--- config.mk ---
export PLATFORM = sky130hd
export DESIGN_NAME = fft_twiddle_sequencer
export DESIGN_NICKNAME = d
export VERILOG_FILES = /design/src/rtl/fft_twiddle_sequencer.sv
export SDC_FILE = /design/constraint.sdc
export NUM_CORES = 1
export LEC_CHECK = 0
export CAP_MARGIN = 25
export CORE_ASPECT_RATIO = 0.7
export CORE_MARGIN = 1.5
export CORE_UTILIZATION = 30
export DETAILED_ROUTE_END_ITERATION = 8
export PLACE_DENSITY = 0.58
export SLEW_MARGIN = 15
export SYNTH_ARGS = -nofsm -noshare
export SYNTH_HDL_FRONTEND = slang
export SYNTH_SLANG_ARGS = --single-unit
--- constraint.sdc ---
create_clock -name clk -period 5.65 [get_ports clk]
set_input_delay 0.565 -clock clk [delete_from_list [all_inputs] [get_ports clk]]
set_output_delay 0.565 -clock clk [all_outputs]
set_load 0.05 [all_outputs]
--- src/rtl/fft_twiddle_sequencer.sv ---
// Address and twiddle-index sequencer for an in-place radix-2 DIT FFT.
// Issues log2(N) stages of N/2 butterfly descriptors, one per bf_val/bf_rdy handshake.
module fft_twiddle_sequencer #(
  parameter int unsigned N         = 8,
  parameter int unsigned STAGE_GAP = 2,
  localparam int unsigned LG       = $clog2(N),
  localparam int unsigned SW       = (LG > 1) ? $clog2(LG) : 1
) (
  input  logic          clk,
  input  logic          reset,
  input  logic          start_val,
  output logic          start_rdy,
  output logic          bf_val,
  input  logic          bf_rdy,
  output logic [LG-1:0] bf_addr_a,
  output logic [LG-1:0] bf_addr_b,
  output logic [LG-1:0] bf_sin_idx,
  output logic [LG-1:0] bf_cos_idx,
  output logic [SW-1:0] bf_stage,
  output logic          bf_last,
  output logic          done
);

  localparam int unsigned GW = (STAGE_GAP > 1) ? $clog2(STAGE_GAP + 1) : 1;
  localparam logic [LG-1:0] LAST_B  = LG'(N / 2 - 1);
  localparam logic [SW-1:0] LAST_S  = SW'(LG - 1);
  localparam logic [LG-1:0] QUARTER = LG'(N / 4);

  typedef enum logic [1:0] {IDLE, RUN, GAP, DONE} state_e;

  state_e        state_q, state_d;
  logic [SW-1:0] stage_q, stage_d;
  logic [LG-1:0] bfly_q,  bfly_d;
  logic [GW-1:0] gap_q,   gap_d;

  logic [LG-1:0] half, mask, j, addr_a, k;

  // State and counter registers with synchronous reset
  always_ff @(posedge clk) begin
    if (reset) begin
      state_q <= IDLE;
      stage_q <= '0;
      bfly_q  <= '0;
      gap_q   <= '0;
    end else begin
      state_q <= state_d;
      stage_q <= stage_d;
      bfly_q  <= bfly_d;
      gap_q   <= gap_d;
    end
  end

  // Next-state and counter advance; counters only move on a handshake or in GAP
  always_comb begin
    state_d = state_q;
    stage_d = stage_q;
    bfly_d  = bfly_q;
    gap_d   = gap_q;
    case (state_q)
      IDLE: begin
        if (start_val) begin
          state_d = RUN;
          stage_d = '0;
          bfly_d  = '0;
        end
      end
      RUN: begin
        if (bf_rdy) begin
          if (bfly_q != LAST_B) begin
            bfly_d = bfly_q + LG'(1);
          end else if (stage_q != LAST_S) begin
            bfly_d  = '0;
            stage_d = stage_q + SW'(1);
            if (STAGE_GAP > 0) begin
              state_d = GAP;
              gap_d   = GW'(STAGE_GAP);
            end
          end else begin
            state_d = DONE;
          end
        end
      end
      GAP: begin
        if (gap_q <= GW'(1)) state_d = RUN;
        else                 gap_d   = gap_q - GW'(1);
      end
      DONE:    state_d = IDLE;
      default: state_d = IDLE;
    endcase
  end

  // Descriptor math from (stage, butterfly): a = 2*g*half + j, k = j << (LG-1-s)
  always_comb begin
    half   = LG'(1) << stage_q;
    mask   = half - LG'(1);
    j      = bfly_q & mask;
    addr_a = ((bfly_q & ~mask) << 1) | j;
    k      = j << (LG'(LG - 1) - LG'(stage_q));
  end

  // Output decode from registered state only; everything forced low during reset
  always_comb begin
    start_rdy  = 1'b0;
    bf_val     = 1'b0;
    done       = 1'b0;
    bf_addr_a  = '0;
    bf_addr_b  = '0;
    bf_sin_idx = '0;
    bf_cos_idx = '0;
    bf_stage   = '0;
    bf_last    = 1'b0;
    if (!reset) begin
      case (state_q)
        IDLE: start_rdy = 1'b1;
        RUN: begin
          bf_val     = 1'b1;
          bf_addr_a  = addr_a;
          bf_addr_b  = addr_a + half;
          bf_sin_idx = k;
          bf_cos_idx = k + QUARTER;
          bf_stage   = stage_q;
          bf_last    = (stage_q == LAST_S) && (bfly_q == LAST_B);
        end
        DONE:    done = 1'b1;
        default: ;
      endcase
    end
  end

endmodule

# After elaboration in Yosys (flattened, before gate mapping)
# Index checks and enable logic that the tools add are counted.
# word_totals
register_bits	9
latch_bits	0
mem_bits_rw	0
rom_bits	0
word_cells	79
mem_count	0
# classes
add_sub_neg	7
n_mul	0
div	0
n_lt_le_gt_ge	1
eq_ne	14
shift	2
n_mux	39
n_bitwise	4
reduce_logical	8
# op_table
op	count
2-to-1 mux 3 bit	12
2-to-1 mux 2 bit	14
inequality test 2 bit, second input constant	7
AND reduction 5 bit	2
2-to-1 mux 1 bit	9
case mux 2 bit (2 select lines)	2
case mux 2 bit (4 select lines)	1
AND reduction 4 bit	2
== test 2 bit, second input constant	3
case mux 3 bit (2 select lines)	1
nonzero test 2 bit	2
adder 3 x 1 -> 3 bit, second input constant	1
adder 3 x 2 -> 3 bit, second input constant	1
adder 3 bit	1
bitwise AND 3 bit	1
== test 3 x 2 -> 1 bit, second input constant	1
inequality test 3 x 2 -> 1 bit, second input constant	1
inequality test 3 bit, second input constant	1
bitwise OR 3 bit	1
left shift 1 x 2 -> 3 bit, first input constant	1
left shift 3 x 3 -> 3 bit	1
subtractor 2 x 2 -> 3 bit, first input constant	1
subtractor 3 x 1 -> 3 bit, second input constant	1
adder 2 x 1 -> 2 bit, second input constant	1
other kinds (7)	7

# Logic depth before layout (Yosys ltp)
# Gate-level depths: netlist of the first run.
# depth
depth_word	8
depth_mapped	8
ltp_nobuf	8

# Least setup slack after synthesis of the first run
# No wires, ideal clock.
# synth_timing
path_kind	input to output
from	input port reset
to	output port bf_cos_idx[2]
arrival_time_ns	2.946
t_required_ns	5.085
setup_slack_ns	2.139
stages	5
path_buffers	1
path_cell_list	nand2b_1 -> buf_2 -> inv_1 -> nand2_1 -> o41ai_1
# synth_via
elab_chain_len	1
# synth_rtl
element	line_no	text
start, declared	10	input logic reset,
2-to-1 mux 3 bit	112	if (!reset) begin
end, declared	18	output logic [LG-1:0] bf_cos_idx,
# No other way between the ends.

# Worst setup path in the final report of the first run
# layout_timing
from	register stage_q[0]
to	output port bf_addr_b[2]
# layout_via
elab_chain_len	8
elab_cells_between_ends	9
cone_classes	add/sub (2); shift (1); mux (2); bitwise (4)
# layout_rtl
element	line_no	text
start, declared	32	logic [SW-1:0] stage_q, stage_d;
start signal, assigned	47	stage_q <= stage_d;
left shift 1 x 2 -> 3 bit (*)	94	half = LG'(1) << stage_q;
subtractor 3 x 1 -> 3 bit	95	mask = half - LG'(1);
inverter 2 bit	97	addr_a = ((bfly_q & ~mask) << 1) | j;
bitwise AND 2 bit	97	
bitwise OR 3 bit	97	
adder 3 bit (*)	118	bf_addr_b = addr_a + half;
2-to-1 mux 3 bit (*)	113	case (state_q)
2-to-1 mux 3 bit (*)	112	
end, declared	16	output logic [LG-1:0] bf_addr_b,
# Mark *: on every way between the ends. The rest lies on a longest branch, timed or not.

==> results of run 1 <==
## sequential cells by signal (all words and copies together) (netlist names)
register	flops
stage_q	2
state_q	2
gap_q	2
bfly_q	3
## synthesized netlist by cell type (all sizes together) (2+ instances only)
| master | count | area share |
|---|---|---|
| o21ai | 4 | 0.024 |
| nand2b | 4 | 0.029 |
| nor2 | 15 | 0.066 |
| a31oi | 2 | 0.015 |
| nand3 | 5 | 0.029 |
| inv | 6 | 0.027 |
| mux2i | 3 | 0.035 |
| ha | 7 | 0.10 |
| a21oi | 4 | 0.024 |
| buf | 4 | 0.029 |
| o22a | 2 | 0.021 |
| and2 | 3 | 0.025 |
| nand2 | 13 | 0.057 |
| nor2b | 3 | 0.025 |
| nor4b | 2 | 0.021 |
| xnor2 | 3 | 0.031 |
| clkbuf | 2 | 0.0088 |
| nor3 | 3 | 0.018 |
| dfxtp | 9 | 0.21 |
## critical path, delay by kind of cell, from the launching register on
kind / cells / cell delay [ns]
simple gates: 3 / 0.26
buf+inv: 2 / 1.03
fa+ha+maj: 2 / 0.72
flops: 1 / 0.50
xor+xnor: 2 / 0.30
## report_power, final
group          switching (W)  internal [W]
Sequential        0.00000428     0.0000657
Clock              0.0000280     0.0000483
Combinational      0.0000249     0.0000165
## per-layer routing
layer,GRT usage,vias up
li1,-,424
met1,0.191,375
met2,0.200,17
met3,0.0471,4
met4,0.0490,0
met5,0,-
## kinds of logic after synthesis
logic type | after synthesis
xor+xnor | 4
flops | 9
fa+ha+maj | 8
mux | 4
compound gates | 18
simple gates | 56
other cells | 1
buf+inv | 12
## final cells by class
cell class	instances	area, µm²
clock inverter	1	5.00
multi-input combinational	91	614
clock buffer	3	41.3
timing repair buffer	21	210
inverter	6	22.5
tap	34	42.5
sequential	9	180
fill	246	1460
## per-stage QoR
stage | util | instances | total power, W
after floorplan | - | 112 | 0.000101
after global placement | 0.416 | 161 | 0.000112
after detailed placement | 0.416 | 161 | 0.000112
after CTS | 0.434 | 165 | 0.000190
after global routing | 0.434 | 165 | 0.000197
final | 0.434 | 165 | 0.000188
## worst min path at each step
stage	endpoint	slack (ns)	depth (start not counted)
after detailed placement	gap_q[1]$_SDFFE_PP0P_	0.49	2
final	gap_q[1]$_SDFFE_PP0P_	0.50	2
after CTS	gap_q[1]$_SDFFE_PP0P_	0.50	2
after global routing	gap_q[1]$_SDFFE_PP0P_	0.52	2
after global placement	gap_q[1]$_SDFFE_PP0P_	0.49	2
after floorplan	gap_q[1]$_SDFFE_PP0P_	0.47	2
==> metrics.log, run 1 <==
INFO  metric outcome = complete, no violations
INFO  metric post_cts_hold_buffer_count = 0
INFO  metric final_period_minus_worst_setup_slack = 3.61 ns
INFO  metric totalNegativeSetupSlack = 0 ns
INFO  metric place_area = 1070 µm²
INFO  metric detailroute.wirelength.met3 = 106 µm
INFO  metric synth_compound_area_frac = 0.140
INFO  metric rsz0062_at_grt = false
INFO  metric clkLatencyLatePin = 0.24 ns
INFO  metric preCtsSetupSlack = 2.05 ns
INFO  metric ys.warnings.count = 0
INFO  metric cts_num_sinks = 9
INFO  metric path_category_of_the_worst_min_delay_check = flip-flop to flip-flop
INFO  metric grt_max_degree = 17
INFO  metric post-cts-setup-buffers = 0
INFO  metric start_kind = flip-flop
INFO  metric synth_adder_area_share = 0.127
INFO  metric synth_top_family_by_area = simple AND/OR/NAND/NOR gates
INFO  metric cts_max_path_buffers = 2
INFO  metric diodes = 0
INFO  metric post-route-drc-count = 0
INFO  metric wl_met2 = 818 µm
INFO  metric layout.cells.most_common = sky130_fd_sc_hd__clkdlybuf4s50_1
INFO  metric timing.critical_path.to = bf_addr_b[2]
INFO  metric ff2ff_setup_slack = 3.38 ns
INFO  metric cts_root_buffer = sky130_fd_sc_hd__clkbuf_8
INFO  metric report.final.slew_viol_count = 0
INFO  metric die_area = 3170 µm²
INFO  metric top_signal_layer_used = met4
INFO  metric tightest_slew = 0.584 ns
INFO  metric place.port_buffers = 21
INFO  metric synth_seq_area_share = 0.212
INFO  metric share_of_final_layout_standard_cells_stronger_than_drive_strength_1 = 0.0611
INFO  metric layout_setup_ws = 2.04 ns
INFO  metric grt.total_usage = 0.138
INFO  metric worst_setup_hold_path_clk_slew = 0.04 ns
INFO  metric timing.critical_path.arrival = 3.04 ns
INFO  metric synth_seq_cells = 9
INFO  metric timing.critical_path.cells = inv_1 -> ha_1 -> nand2_1 -> nand2_1 -> fa_1 -> xor2_1 -> xnor2_1 -> nor2_1 -> clkdlybuf4s50_1
INFO  metric place.detailed.hpwl = 1.59 mm
INFO  metric post_synth_and_or_nand_nor_area_fraction = 0.362
INFO  metric rr_endpoint = stage_q[0]$_SDFFE_PP0P_
INFO  metric post_synth_xor_area_fraction = 0.0412
INFO  metric regToRegStartpoint = stage_q[0]$_SDFFE_PP0P_
INFO  metric post_synthesis_cell_type_count = 40
INFO  metric area_growth = 31.4%
INFO  metric timing.critical_path.fanout_max = 9
INFO  metric maxCapViolCount = 0
INFO  metric dieWidth = 66.6 µm
INFO  metric vdd_ir_drop_max = 94.6 µV
INFO  metric finalWeightedCongestion = 0.836
INFO  metric initial_core_util = 0.330
INFO  metric wirelength_met1 = 1.09 mm
INFO  metric grt_pass1_vias = 696
INFO  metric grt_overflow = 0
INFO  metric worst-endpoint-required = 5.09 ns
INFO  metric fin_worst_hold_slack = 0.500 ns
INFO  metric drt.antenna.violating_nets = 0
INFO  metric clock_tree_from_tritoncts = built
INFO  metric critical_path.max_stage_delay = 0.81 ns
INFO  metric layout.nets = 144
INFO  metric synthMuxAreaShare = 0.0486
INFO  metric drtPass1Iterations = 4
INFO  metric timing.critical_path.to_type = output pin
INFO  metric rows = 15
INFO  metric worst-setup-path-type = flip-flop to output pin
INFO  metric ys_dominant_reg_cell = sky130_fd_sc_hd__dfxtp_1
INFO  metric post_synth_arst_share = 0
INFO  metric htreeDepth = 1
INFO  metric critPathMostFrequentCell = sky130_fd_sc_hd__nand2_1
INFO  metric post_synth_instance_area = 850 µm²
INFO  metric timing.critical_path.from = stage_q[0]$_SDFFE_PP0P_
INFO  metric cpMaxStageDelayCell = sky130_fd_sc_hd__clkdlybuf4s50_1
INFO  metric vias_per_cell = 4.97
INFO  metric die-height = 47.5 µm
INFO  metric antenna_violations_before_repair = 0
INFO  metric avgSynthCellArea = 7.59 µm²
INFO  metric setup_viol_count_final = 0
INFO  metric synth.net_count = 124
INFO  metric clock-skew-final = 0.00729 ns
INFO  metric hold_crit_start = gap_q[1]$_SDFFE_PP0P_
INFO  metric total_leakage_power = 0.417 nW
INFO  metric synth_enable_flop_cells = 0
INFO  metric cellPowerDensity = 168 nW/µm²
INFO  metric reg2regPathDepth = 6
INFO  metric netlist_instances = 112
INFO  metric grt_pass1_wl = 3.19 mm
INFO  metric drt_iter0_markers = 21
INFO  metric timing.max_slew.rel_slack = 0.610
INFO  metric finalHoldViolations = 0
INFO  metric design_area = 1120 µm²
INFO  metric total_length_of_routed_wires = 2.05 mm
INFO  metric num_vias = 820
INFO  metric finalCritPeriodShare = 0.639
INFO  metric count_of_pins_on_the_block_boundary = 22
INFO  metric cts_inserted_buffers = 3
INFO  metric fp.coreArea = 2570 µm²
INFO  metric postCtsResizedCells = 0
INFO  metric wl_per_cell = 12.4 µm
INFO  metric layout_common_cells = sky130_fd_sc_hd__clkdlybuf4s50_1, sky130_fd_sc_hd__nor2_1, sky130_fd_sc_hd__nand2_1, sky130_fd_sc_hd__dfxtp_1, sky130_fd_sc_hd__ha_1
INFO  metric max_freq = 277 MHz
(Power assumes the default switching activity.)
==> run 2, diff against run 1 <==
==> constraint.sdc (replaced) <==
create_clock -name clk -period 3.6 [get_ports clk]
set_input_delay 0.36 -clock clk [delete_from_list [all_inputs] [get_ports clk]]
set_output_delay 0.36 -clock clk [all_outputs]
set_load 0.05 [all_outputs]
==> run 2 against run 1 <==
  * Combinational power increased by 63%
  * Hold slack improved by 0.015 ns
  * First-iteration DRC count decreased by 19%
  * Clock skew decreased by 0.0048 ns
  * Total power increased by 58%
  * Non-clock buffer count increased by 3
  * Critical path type unchanged
  * Critical endpoint unchanged
  * Largest power group unchanged
  * Highest routed layer unchanged
==> metrics.log, run 2 (same netlist as run 1, synthesis figures left out) <==
INFO  metric vias_per_cell = 4.93 (-0.83%)
INFO  metric registers.top_by_ff_count = bfly_q
INFO  metric cts_inserted_buffers = 3 (unchanged)
INFO  metric clock_tree_from_tritoncts = built
INFO  metric timing.critical_path.from = stage_q[0]$_SDFFE_PP0P_
INFO  metric layout.cells.most_common = sky130_fd_sc_hd__clkdlybuf4s50_1
INFO  metric finalWeightedCongestion = 0.834 (-0.25%)
INFO  metric max_freq = 308 MHz
INFO  metric timing.critical_path.arrival = 2.89 ns (-0.15 ns)
INFO  metric critPathMostFrequentCell = sky130_fd_sc_hd__nand2_1
INFO  metric die_area = 3170 µm² (unchanged)
INFO  metric worst-endpoint-required = 3.24 ns (-1.85 ns)
INFO  metric place.detailed.hpwl = 1.57 mm (-1.5%)
INFO  metric die-height = 47.5 µm (unchanged)
INFO  metric cpMaxStageDelayCell = sky130_fd_sc_hd__clkdlybuf4s50_1
INFO  metric post-route-drc-count = 0 (unchanged)
INFO  metric timing.max_slew.rel_slack = 0.652 (+0.0419)
INFO  metric clkLatencyLatePin = 0.24 ns (about the same)
INFO  metric tightest_slew = 0.521 ns (-0.0628 ns)
INFO  metric timing.critical_path.cells = inv_1 -> ha_1 -> nand2_1 -> nand2_1 -> fa_1 -> xor2_1 -> xnor2_1 -> nor2_1 -> clkdlybuf4s50_1
INFO  metric post_cts_hold_buffer_count = 0 (unchanged)
INFO  metric post-cts-setup-buffers = 0 (unchanged)
INFO  metric finalCritPeriodShare = 0.902
INFO  metric worst_path_dominant_cell_family = buffers and inverters
INFO  metric largest_register_ffs = 3 (unchanged)
INFO  metric postCtsResizedCells = 0 (unchanged)
INFO  metric count_of_pins_on_the_block_boundary = 22 (unchanged)
INFO  metric cts_root_buffer = sky130_fd_sc_hd__clkbuf_8
INFO  metric cts_num_sinks = 9 (unchanged)
INFO  metric path_category_of_the_worst_min_delay_check = flip-flop to flip-flop
INFO  metric clock-skew-final = 0.00248 ns (-0.00481 ns)
INFO  metric dieWidth = 66.6 µm (unchanged)
INFO  metric layout.nets = 147 (+2.1%)
INFO  metric rsz0062_at_grt = false
INFO  metric start_kind = flip-flop
INFO  metric finalHoldViolations = 0 (unchanged)
INFO  metric vdd_ir_drop_max = 217 µV (+130%)
INFO  metric worst-setup-path-type = flip-flop to output pin
INFO  metric totalNegativeSetupSlack = 0 ns (unchanged)
INFO  metric timing.critical_path.fanout_max = 9 (unchanged)
INFO  metric layout_common_cells = sky130_fd_sc_hd__clkdlybuf4s50_1, sky130_fd_sc_hd__nor2_1, sky130_fd_sc_hd__nand2_1, sky130_fd_sc_hd__dfxtp_1, sky130_fd_sc_hd__ha_1
INFO  metric fp.coreArea = 2570 µm² (unchanged)
INFO  metric total_chip_power = 0.000297 W (+58%)
INFO  metric diodes = 0 (unchanged)
INFO  metric htreeDepth = 1 (unchanged)
INFO  metric drtPass1Iterations = 4 (unchanged)
INFO  metric total_length_of_routed_wires = 1.95 mm (-4.7%)
INFO  metric num_vias = 828 (+0.98%)
INFO  metric drt.antenna.violating_nets = 0 (unchanged)
INFO  metric place.port_buffers = 21 (unchanged)
INFO  metric wl_per_cell = 11.6 µm (-6.4%)
INFO  metric cts_max_path_buffers = 2 (unchanged)
INFO  metric initial_core_util = 0.330 (unchanged)
INFO  metric report.final.slew_viol_count = 0 (unchanged)
INFO  metric worst_setup_hold_path_clk_slew = 0.05 ns (about the same)
INFO  metric worst-path-buf-inv = 2 (unchanged)
INFO  metric maxCapViolCount = 0 (unchanged)
INFO  metric grt_max_degree = 17 (unchanged)
INFO  metric hold_crit_start = gap_q[1]$_SDFFE_PP0P_
INFO  metric critical_path.max_stage_delay = 0.80 ns (about the same)
INFO  metric area_growth = 34.0%
INFO  metric regToRegStartpoint = stage_q[0]$_SDFFE_PP0P_
INFO  metric grt_pass1_wl = 3.28 mm (+2.8%)
INFO  metric grt.total_usage = 0.142 (+0.00493)
INFO  metric timing.critical_path.to_type = output pin
INFO  metric cellPowerDensity = 261 nW/µm² (+55%)
INFO  metric share_of_final_layout_standard_cells_stronger_than_drive_strength_1 = 0.0821 (+0.0210)
INFO  metric drt_iter0_markers = 17 (-19%)
INFO  metric antenna_violations_before_repair = 0 (unchanged)
INFO  metric setup_viol_count_final = 0 (unchanged)
INFO  metric rows = 15 (unchanged)
INFO  metric final_core_util = 0.443 (+0.00876)
INFO  metric grt_pass1_vias = 707 (+1.6%)
INFO  metric grt_overflow = 0 (unchanged)
INFO  metric final_period_minus_worst_setup_slack = 3.25 ns
INFO  metric total_leakage_power = 0.431 nW (+3.2%)
INFO  metric outcome = complete, no violations
[run 2: changes by cell type in the layout (fill, tap and decap cells not counted)]
cell,previous run,this run
sky130_fd_sc_hd__buf_4,0,3
[run 2: area by class of cell]
class,instances,area (µm²)
Clock inverter,1,5.00
Clock buffer,3,41.3
Multi-Input combinational cell,91,614
Tap cell,34,42.5
Timing Repair Buffer,24,233
Fill cell,265,1430
Sequential cell,9,180
Inverter,6,22.5
[run 2: worst paths after layout]
check | cells past startpoint | slack (ns) | end
worst min-delay path | 2 | 0.51 | gap_q[1]$_SDFFE_PP0P_
worst max-delay path | 9 | 0.35 | bf_addr_b[2]
worst min register to register | 2 | 0.51 | gap_q[1]$_SDFFE_PP0P_
worst max register to register | 7 | 1.32 | stage_q[0]$_SDFFE_PP0P_
[run 2: worst register-to-register path: cells and delay by family (launching register included)]
kind	cells	cell delay, ns
DFF	1	0.51
and+or+nand+nor	3	0.80
buffers and inverters	2	0.28
muxes	1	0.33
adders and majority gates	1	0.24
[run 2: stage by stage]
stage	instance area [µm²]	setup slack [ns]	hold WS, ns	cells
6_report	1140	0.352	0.515	168
5_1_grt	1140	0.159	0.537	168
3_3_place_gp	1090	0.537	0.487	164
4_1_cts	1140	0.341	0.510	168
3_5_place_dp	1090	0.563	0.501	164
2_1_floorplan	850	0.397	0.467	112
[run 2: report_power, final]
part,switching (W),internal (W)
combinational,0.0000393,0.0000282
clock,0.0000440,0.0000757
sequential,0.00000679,0.000103
total,0.0000901,0.000207
[run 2: routing by layer]
layer	share of wire	GRT usage
met4	0.020	0.0776
met1	0.52	0.194
met2	0.41	0.200
met3	0.044	0.0471
met5	0	0
==> run 3, diff against run 2 <==
--- a/config.mk
+++ b/config.mk
@@ -7,7 +7,6 @@
 export LEC_CHECK = 0
 export CAP_MARGIN = 25
 export CORE_ASPECT_RATIO = 0.7
-export CORE_MARGIN = 1.5
 export CORE_UTILIZATION = 30
 export DETAILED_ROUTE_END_ITERATION = 8
 export PLACE_DENSITY = 0.58
==> run 3 against run 2 <==
  * Register-to-register slack about the same
  * Clock skew is 0.0012 ns higher
  * Maximum frequency rose by 0.35%
  * Via count rose by 0.12%
  * Die area decreased by 3.6%
  * Worst setup slack better by 0.011 ns
  * Hold slack got worse by 0.010 ns
  * Combinational power hardly changed
  * Sequential power about the same
==> metrics.log, run 3 (same netlist as run 1, synthesis figures left out) <==
INFO  metric min_delay_path_depth = 2 (unchanged)
INFO  metric finalWeightedCongestion = 0.808 (-3.2%)
INFO  metric place.port_buffers = 21 (unchanged)
INFO  metric dieWidth = 65.6 µm (-1.5%)
INFO  metric clkLatencyLatePin = 0.24 ns (about the same)
INFO  metric diodes = 0 (unchanged)
INFO  metric worst_setup_hold_path_clk_slew = 0.05 ns (about the same)
INFO  metric rsz0062_at_grt = false
INFO  metric start_kind = flip-flop
INFO  metric timing.critical_path.cells = inv_1 -> ha_1 -> nand2_1 -> nand2_1 -> fa_1 -> xor2_1 -> xnor2_1 -> nor2_1 -> clkdlybuf4s50_1
INFO  metric wl_per_cell = 11.6 µm (+0.26%)
INFO  metric tightest_slew = 0.531 ns (+0.0101 ns)
INFO  metric cts_max_path_buffers = 2 (unchanged)
INFO  metric report.final.slew_viol_count = 0 (unchanged)
INFO  metric grt_max_degree = 17 (unchanged)
INFO  metric layout_common_cells = sky130_fd_sc_hd__clkdlybuf4s50_1, sky130_fd_sc_hd__nor2_1, sky130_fd_sc_hd__nand2_1, sky130_fd_sc_hd__dfxtp_1, sky130_fd_sc_hd__ha_1
INFO  metric registers.top_by_ff_count = bfly_q
INFO  metric postCtsResizedCells = 0 (unchanged)
INFO  metric finalHoldViolations = 0 (unchanged)
INFO  metric worst-endpoint-required = 3.24 ns (about the same)
INFO  metric critPathMostFrequentCell = sky130_fd_sc_hd__nand2_1
INFO  metric antenna_violations_before_repair = 0 (unchanged)
INFO  metric totalNegativeSetupSlack = 0 ns (unchanged)
INFO  metric grt.total_usage = 0.142 (-0.000172)
INFO  metric critical_path.max_stage_delay = 0.80 ns (about the same)
INFO  metric drt.antenna.violating_nets = 0 (unchanged)
INFO  metric die_area = 3050 µm² (-3.6%)
INFO  metric timing.critical_path.arrival = 2.88 ns (about the same)
INFO  metric drtPass1Iterations = 5 (+1)
INFO  metric die-height = 46.5 µm (-2.1%)
INFO  metric area_growth = 33.9%
INFO  metric fin_worst_hold_slack = 0.504 ns (-0.0102 ns)
INFO  metric setup_viol_count_final = 0 (unchanged)
INFO  metric cellPowerDensity = 263 nW/µm² (+0.66%)
INFO  metric regToRegStartpoint = stage_q[0]$_SDFFE_PP0P_
INFO  metric cts_num_sinks = 9 (unchanged)
INFO  metric grt_pass1_wl = 3.15 mm (-4.2%)
INFO  metric htreeDepth = 1 (unchanged)
INFO  metric cts_inserted_buffers = 3 (unchanged)
INFO  metric max_freq = 309 MHz (+0.35%)
INFO  metric cpMaxStageDelayCell = sky130_fd_sc_hd__clkdlybuf4s50_1
INFO  metric ff2ff_setup_slack = 1.31 ns (about the same)
INFO  metric min_to = gap_q[1]$_SDFFE_PP0P_
INFO  metric place.detailed.hpwl = 1.54 mm (-1.5%)
INFO  metric post_cts_hold_buffer_count = 0 (unchanged)
INFO  metric timing.critical_path.from = stage_q[0]$_SDFFE_PP0P_
INFO  metric fp.coreArea = 2570 µm² (unchanged)
INFO  metric maxCapViolCount = 0 (unchanged)
INFO  metric clock_tree_from_tritoncts = built
INFO  metric post-route-drc-count = 0 (unchanged)
INFO  metric vias_per_cell = 4.93 (+0.12%)
INFO  metric rows = 15 (unchanged)
INFO  metric clock-skew-final = 0.00363 ns (+0.00115 ns)
INFO  metric finalCritPeriodShare = 0.899 (-0.00313)
INFO  metric timing.max_slew.rel_slack = 0.645 (-0.00676)
INFO  metric cts_root_buffer = sky130_fd_sc_hd__clkbuf_8
INFO  metric path_category_of_the_worst_min_delay_check = flip-flop to flip-flop
INFO  metric num_vias = 829 (+0.12%)
INFO  metric vdd_ir_drop_max = 223 µV (+2.5%)
INFO  metric layout.cells.most_common = sky130_fd_sc_hd__clkdlybuf4s50_1
INFO  metric total_length_of_routed_wires = 1.96 mm (+0.26%)
INFO  metric grt_pass1_vias = 682 (-3.5%)
INFO  metric drt_iter0_markers = 24 (+7)
INFO  metric timing.critical_path.fanout_max = 9 (unchanged)
INFO  metric post-cts-setup-buffers = 0 (unchanged)
INFO  metric timing.critical_path.to_type = output pin
INFO  metric share_of_final_layout_standard_cells_stronger_than_drive_strength_1 = 0.0746 (-0.00746)
INFO  metric reg2regPathDepth = 7 (unchanged)
INFO  metric total_leakage_power = 0.428 nW (-0.63%)
INFO  metric layout.nets = 147 (unchanged)
INFO  metric initial_core_util = 0.330 (unchanged)
INFO  metric grt_overflow = 0 (unchanged)
INFO  metric final_period_minus_worst_setup_slack = 3.24 ns (-0.0113 ns)
INFO  metric count_of_pins_on_the_block_boundary = 22 (unchanged)
INFO  metric largest_register_ffs = 3 (unchanged)
INFO  metric worst-setup-path-type = flip-flop to output pin
INFO  metric outcome = complete, no violations
INFO  metric rr_endpoint = stage_q[0]$_SDFFE_PP0P_
INFO  metric hold_crit_start = gap_q[1]$_SDFFE_PP0P_
run 3: cell types whose count changed in the layout (fill, tap and decap cells not counted), sizes merged:
cell    previous run  this run
clkinv             1         0
clkbuf             3         4
run 3: through the flow:
step | std cells | area, µm² | utilization | worst slack, ns | power (W)
floorplan | 112 | 850 | - | 0.397 | 0.000158
global placement | 164 | 1090 | 0.425 | 0.569 | 0.000179
detailed placement | 164 | 1090 | 0.425 | 0.543 | 0.000180
CTS | 168 | 1140 | 0.442 | 0.354 | 0.000301
global route | 168 | 1140 | 0.442 | 0.196 | 0.000316
finish | 168 | 1140 | 0.442 | 0.363 | 0.000299
run 3: power breakdown:
part,leakage [nW],internal [W],total [W],switching (W)
Sequential,0.0731,0.000103,0.000110,0.00000666
Combinational,0.332,0.0000281,0.0000678,0.0000397
Clock,0.0228,0.0000775,0.000121,0.0000438
run 3: how the worst max path moves through the flow:
stage,end,slack (ns),cells after the start
2_1_floorplan,bf_cos_idx[2],0.40,6
3_3_place_gp,bf_cos_idx[2],0.57,6
3_5_place_dp,bf_cos_idx[2],0.54,6
4_1_cts,bf_addr_b[2],0.35,9
5_1_grt,bf_addr_b[2],0.20,9
6_report,bf_addr_b[2],0.36,9
run 3: critical path, delay by kind of cell, from the launching register on:
kind	cells	cell delay, ns
flops	1	0.50
buf+inv	2	0.91
fa+ha+maj	2	0.67
xor+xnor	2	0.30
simple gates	3	0.26
run 3: routing by layer:
layer,share of wire,GRT usage,vias to the layer above
met5,0,0,-
met3,0.061,0.0446,4
met1,0.51,0.200,361
met2,0.42,0.202,31
li1,-,-,433
met4,0.012,0.0522,0
run 3: cell type report:
| class | count | area [µm²] |
|---|---|---|
| clock buffer | 4 | 45.0 |
| sequential | 9 | 180 |
| inverter | 6 | 22.5 |
| tap | 34 | 42.5 |
| multi-input combinational | 91 | 614 |
| fill | 239 | 1430 |
| timing repair buffer | 24 | 233 |
==> variant 1 (flow settings as in run 2) <==
`STAGE_GAP`: 2 -> 4.
--- a/src/rtl/fft_twiddle_sequencer.sv
+++ b/src/rtl/fft_twiddle_sequencer.sv
@@ -2,7 +2,7 @@
 // Issues log2(N) stages of N/2 butterfly descriptors, one per bf_val/bf_rdy handshake.
 module fft_twiddle_sequencer #(
   parameter int unsigned N         = 8,
-  parameter int unsigned STAGE_GAP = 2,
+  parameter int unsigned STAGE_GAP = 4,
   localparam int unsigned LG       = $clog2(N),
   localparam int unsigned SW       = (LG > 1) ? $clog2(LG) : 1
 ) (
Check against the original RTL: not equivalent (Yosys sat finds a counterexample within 10 cycles, from zero or initial values and one cycle with reset high).
==> variant 1 against run 2 <==
- sequential cell count up 1
- sequential power grew 5%
- final cell count grew 4.8%
- via count up 2.4%
- largest cell class unchanged
- worst setup slack got worse by 87 ps
- power down 7.0%
- die area increased by 8.2%
- combinational power fell by 29%
- synthesized area increased by 8.7%
- synthesized cell count grew 8.0%
- critical path depth down 1
- design area rose by 5.4%
- wire length increased by 2.8%
==> variant 1: results (changes against run 2) <==
Outcome
  – Status: finished, final reports clean

Finish
  – Inverters: 9 (+3)
  – Nets@finish: 155 (+5.4%)
  – Layout non-clock buf frac: 0.188 (-0.0167)
  – Post-route cell area: 0.00120 mm2 (+5.4%)
  – Multi-input gate area: 654 um2 (+6.5%)
  – #MultiIn Comb: 95 (+4.4%)
  – Clock network area share: 0.0344 (-0.00625)
  – Filler Cell Count: 294 (+11%)

GRT
  – First-pass GRT wire length: 3610 um (+9.9%)
  – Largest net degree at the start of global routing: 16 (-1)
  – GRT Total Usage: 0.131 (-0.0111)

Placed design
  – Placed Cells: 173 (+5.5%)
  – Pre-CTS setup slack: 523 ps (-40.2 ps)
  – Hpwl dp: 1580 um (+0.94%)

Power
  – Leak: 0.392 nW (-9.0%)
  – Clk power: 0.114 mW (-5%)
  – Internal: 0.203 mW (-1.8%)
  – Pwr per Cell Area: 230 mW/mm2 (-12%)
  – Seq pwr share: 0.415 (+0.045)

STA
  – Clk_skew: 1.74 ps (-0.741 ps)
  – Rel. slew slack: 0.660 (+0.00781)

Critical path
  – Critical Path AT: 2970 ps (+80 ps)
  – Maximum net fanout on the critical path: 10 (+1)
  – Largest stage delay, worst path: 820 ps (+20 ps)

Min path
  – HP Start: gap_q[0]

Drt
  – DRT Wirelength: 2010 um (+2.8%)
  – Wire length per cell: 11.4 um (-1.9%)
  – Via count of the routed design: 848 (+2.4%)
  – First-iteration detailed-routing DRC count: 27 (+10)

Synthesis
  – Sequential-to-total area share from yosys stat: 0.217 (+0.00473)
  – FFs w/ async S/R, synth: 0 (unchanged)
  – Area contributors post-synth: dfxtp_1 (22%), ha_1 (11%), nor2_1 (9.8%)
  – Avg Cell Area, Syn: 7.63 um2 (+0.60%)
  – Synth top cells by count: nor2_1 (24), dfxtp_1 (10), ha_1 (8), inv_1 (8)

Clocking
  – Clock sinks: 10 (+1)
[variant 1: cell families (layout without fill, tap and decap cells)]
group	after synthesis	in the layout	share of synthesized area
and+or+nand+nor	57	57	0.343
AOI/OAI and AO/OA	23	23	0.176
buffers and inverters	16	35	0.0745
DFF	10	10	0.217
adders and majority gates	9	9	0.130
xor gates and xnor gates	4	4	0.0379
muxes	2	2	0.0217
[variant 1: worst paths after layout]
check / to / cells after the start / slack [ps]
worst max-delay path: bf_addr_b[2] / 8 / 270
worst min-delay path: gap_q[0] / 2 / 480
worst max register to register: stage_q[1] / 6 / 1610
worst min register to register: gap_q[0] / 2 / 480
[variant 1: layer usage]
layer	up-vias	GRT usage	routed length (um)
li1	457	-	-
met1	377	0.179	1120
met2	12	0.192	809
met3	2	0.0434	57
met4	0	0.0490	21
met5	-	0	0
==> variant 2 (config.mk and constraints of run 2) <==
Without the edit above. Reset style: asynchronous (`reset`), changed in one clocked block. Comments in the files are not updated.
--- a/src/rtl/fft_twiddle_sequencer.sv
+++ b/src/rtl/fft_twiddle_sequencer.sv
@@ -36,7 +36,7 @@
   logic [LG-1:0] half, mask, j, addr_a, k;
 
   // State and counter registers with synchronous reset
-  always_ff @(posedge clk) begin
+  always_ff @(posedge clk or posedge reset) begin
     if (reset) begin
       state_q <= IDLE;
       stage_q <= '0;
Check against the original RTL: no difference found for any inputs over 10 cycles, from zero or initial values and one cycle with reset high; that may be too few to reach the edited logic, so the function may still have changed.
==> variant 2 against run 2 <==
- worst setup slack lost 17 ps
- design area grew 2.9%
- synthesized area grew 4.4%
- highest routed layer unchanged
- clock skew about the same
- critical path depth is 1 lower
- wire length decreased by 4.2%
- sequential cell count unchanged
- register-to-register slack better by 460 ps
- non-clock buffer count decreased by 2
- critical endpoint unchanged
Power is left out: it rests on default switching activity, and per cell area and clock period it moved more than threefold.
==> variant 2: results (changes against run 2) <==
Outcome
  – Status: finished, final reports clean

Placed design
  – Hpwl dp: 1470 um (-5.9%)
  – Placer Congestion: 0.845 (+1.3%)
  – Pre-CTS setup slack: 583 ps (+19.6 ps)
  – PortBufs: 21 (unchanged)

Drt
  – Via count of the routed design: 765 (-7.6%)
  – First-iteration detailed-routing DRC count: 21 (+4)
  – Wire length per cell: 11.5 um (-0.65%)
  – DRT Pass-1 Iters: 4 (unchanged)

Finish
  – Filler Cell Count: 278 (+4.9%)
  – Largest Register: bfly_q
  – Layout cells sized above 1: 0.103 (+0.0211)
  – Nets@finish: 140 (-4.8%)
  – Largest register FFs: 3 (unchanged)

Synthesis
  – Post-synthesis cell type count: 40 (unchanged)
  – Synth top cells by count: nor2_1 (17), dfrtp_1 (9), nand2_1 (9)
  – FFs w/ async S/R, synth: 1.00 (+1.00)
  – Mapped Nets: 116 (-6.5%)
  – Register bit total from synthesis: 9 (unchanged)
  – Sequential-to-total area share from yosys stat: 0.254 (+0.0418)
  – Synthesis Warnings: 0 (unchanged)
  – Area contributors post-synth: dfrtp_1 (25%), ha_1 (11%), nor2_1 (7.2%)
  – Synth Flop Type: dfrtp_1

STA
  – Worst-Margin Slew: 502 ps (-18.6 ps)
  – Hold Slack: 465 ps (-49.3 ps)
  – Clk_skew: 1.99 ps (-0.487 ps)

Critical path
  – Maximum net fanout on the critical path: 9 (unchanged)
  – Worst R2R Path Depth: 5 (-2)
  – Crit Path Class: register to output port
  – RR Endpoint: gap_q[0]
  – Critical Path AT: 2910 ps (+20 ps)
  – Flop-to-flop setup slack: 1780 ps (+460 ps)
  – Reg-to-reg startpoint: stage_q[0]

Floorplan
  – Placeable Area: 0.00280 mm2 (+9.0%)

Min path
  – Min-delay worst type: input port to async pin

GRT
  – Initial antenna violation count: 0 (unchanged)
  – Largest net degree at the start of global routing: 12 (-5)
  – Number of global-route vias before repair: 697 (-1.4%)
  – GRT Total Usage: 0.123 (-0.0190)
  – First-pass GRT wire length: 3080 um (-6.1%)

Clocking
  – Post-CTS Setup Inserts: 0 (unchanged)
  – Clk slew on worst S/H paths: 40 ps
  – TritonCTS Buffers: 3 (unchanged)
  – Post-CTS sizing: 0 (unchanged)
## variant 2: worst max path at each step
stage,slack [ps],cells past startpoint,to
3_5_place_dp,580,8,bf_addr_b[2]
6_report,330,8,bf_addr_b[2]
4_1_cts,320,8,bf_addr_b[2]
5_1_grt,140,8,bf_addr_b[2]
3_3_place_gp,610,8,bf_addr_b[2]
2_1_floorplan,870,6,bf_sin_idx[2]
## variant 2: kinds of logic (layout without fill, tap and decap cells)
family	count (synthesis)	after routing	share of synthesized area
AOI/OAI and AO/OA	17	17	0.159
xor gates and xnor gates	4	4	0.0395
adders and majority gates	9	9	0.135
buffers and inverters	11	34	0.0606
DFF	9	9	0.254
muxes	4	4	0.0508
and+or+nand+nor	49	49	0.300
## variant 2: metal layers
layer  global-route usage  vias up  part of all wire
met5                    0        -                 0
met4               0.0300        0            0.0075
met3               0.0419        2             0.035
met2                0.176       14              0.43
met1                0.178      360              0.53
li1                     -      389                 -
## variant 2: worst max-delay path, stage by stage, from the launching register on
cell and delay, ps:
dfrtp_1 490, inv_1 200, ha_1 250, nand3b_1 180, fa_1 390, xnor2_1 140
xnor2_1 130, nor2_1 90, clkdlybuf4s50_1 810
## variant 2: cell type report
class,count,share of cell area
multi-input cells,83,0.519
flip-flops and latches,9,0.192
repair buffers,22,0.186
clock buffers,4,0.0385
well taps,36,0.0385
inverters,8,0.0256
## variant 2: per-stage QoR
step | instance area, um2 | utilization | std cells
floorplan | 887 | - | 103
CTS | 1170 | 0.418 | 162
finish | 1170 | 0.418 | 162
global placement | 1130 | 0.402 | 158
global route | 1170 | 0.418 | 162
detailed placement | 1130 | 0.402 | 158
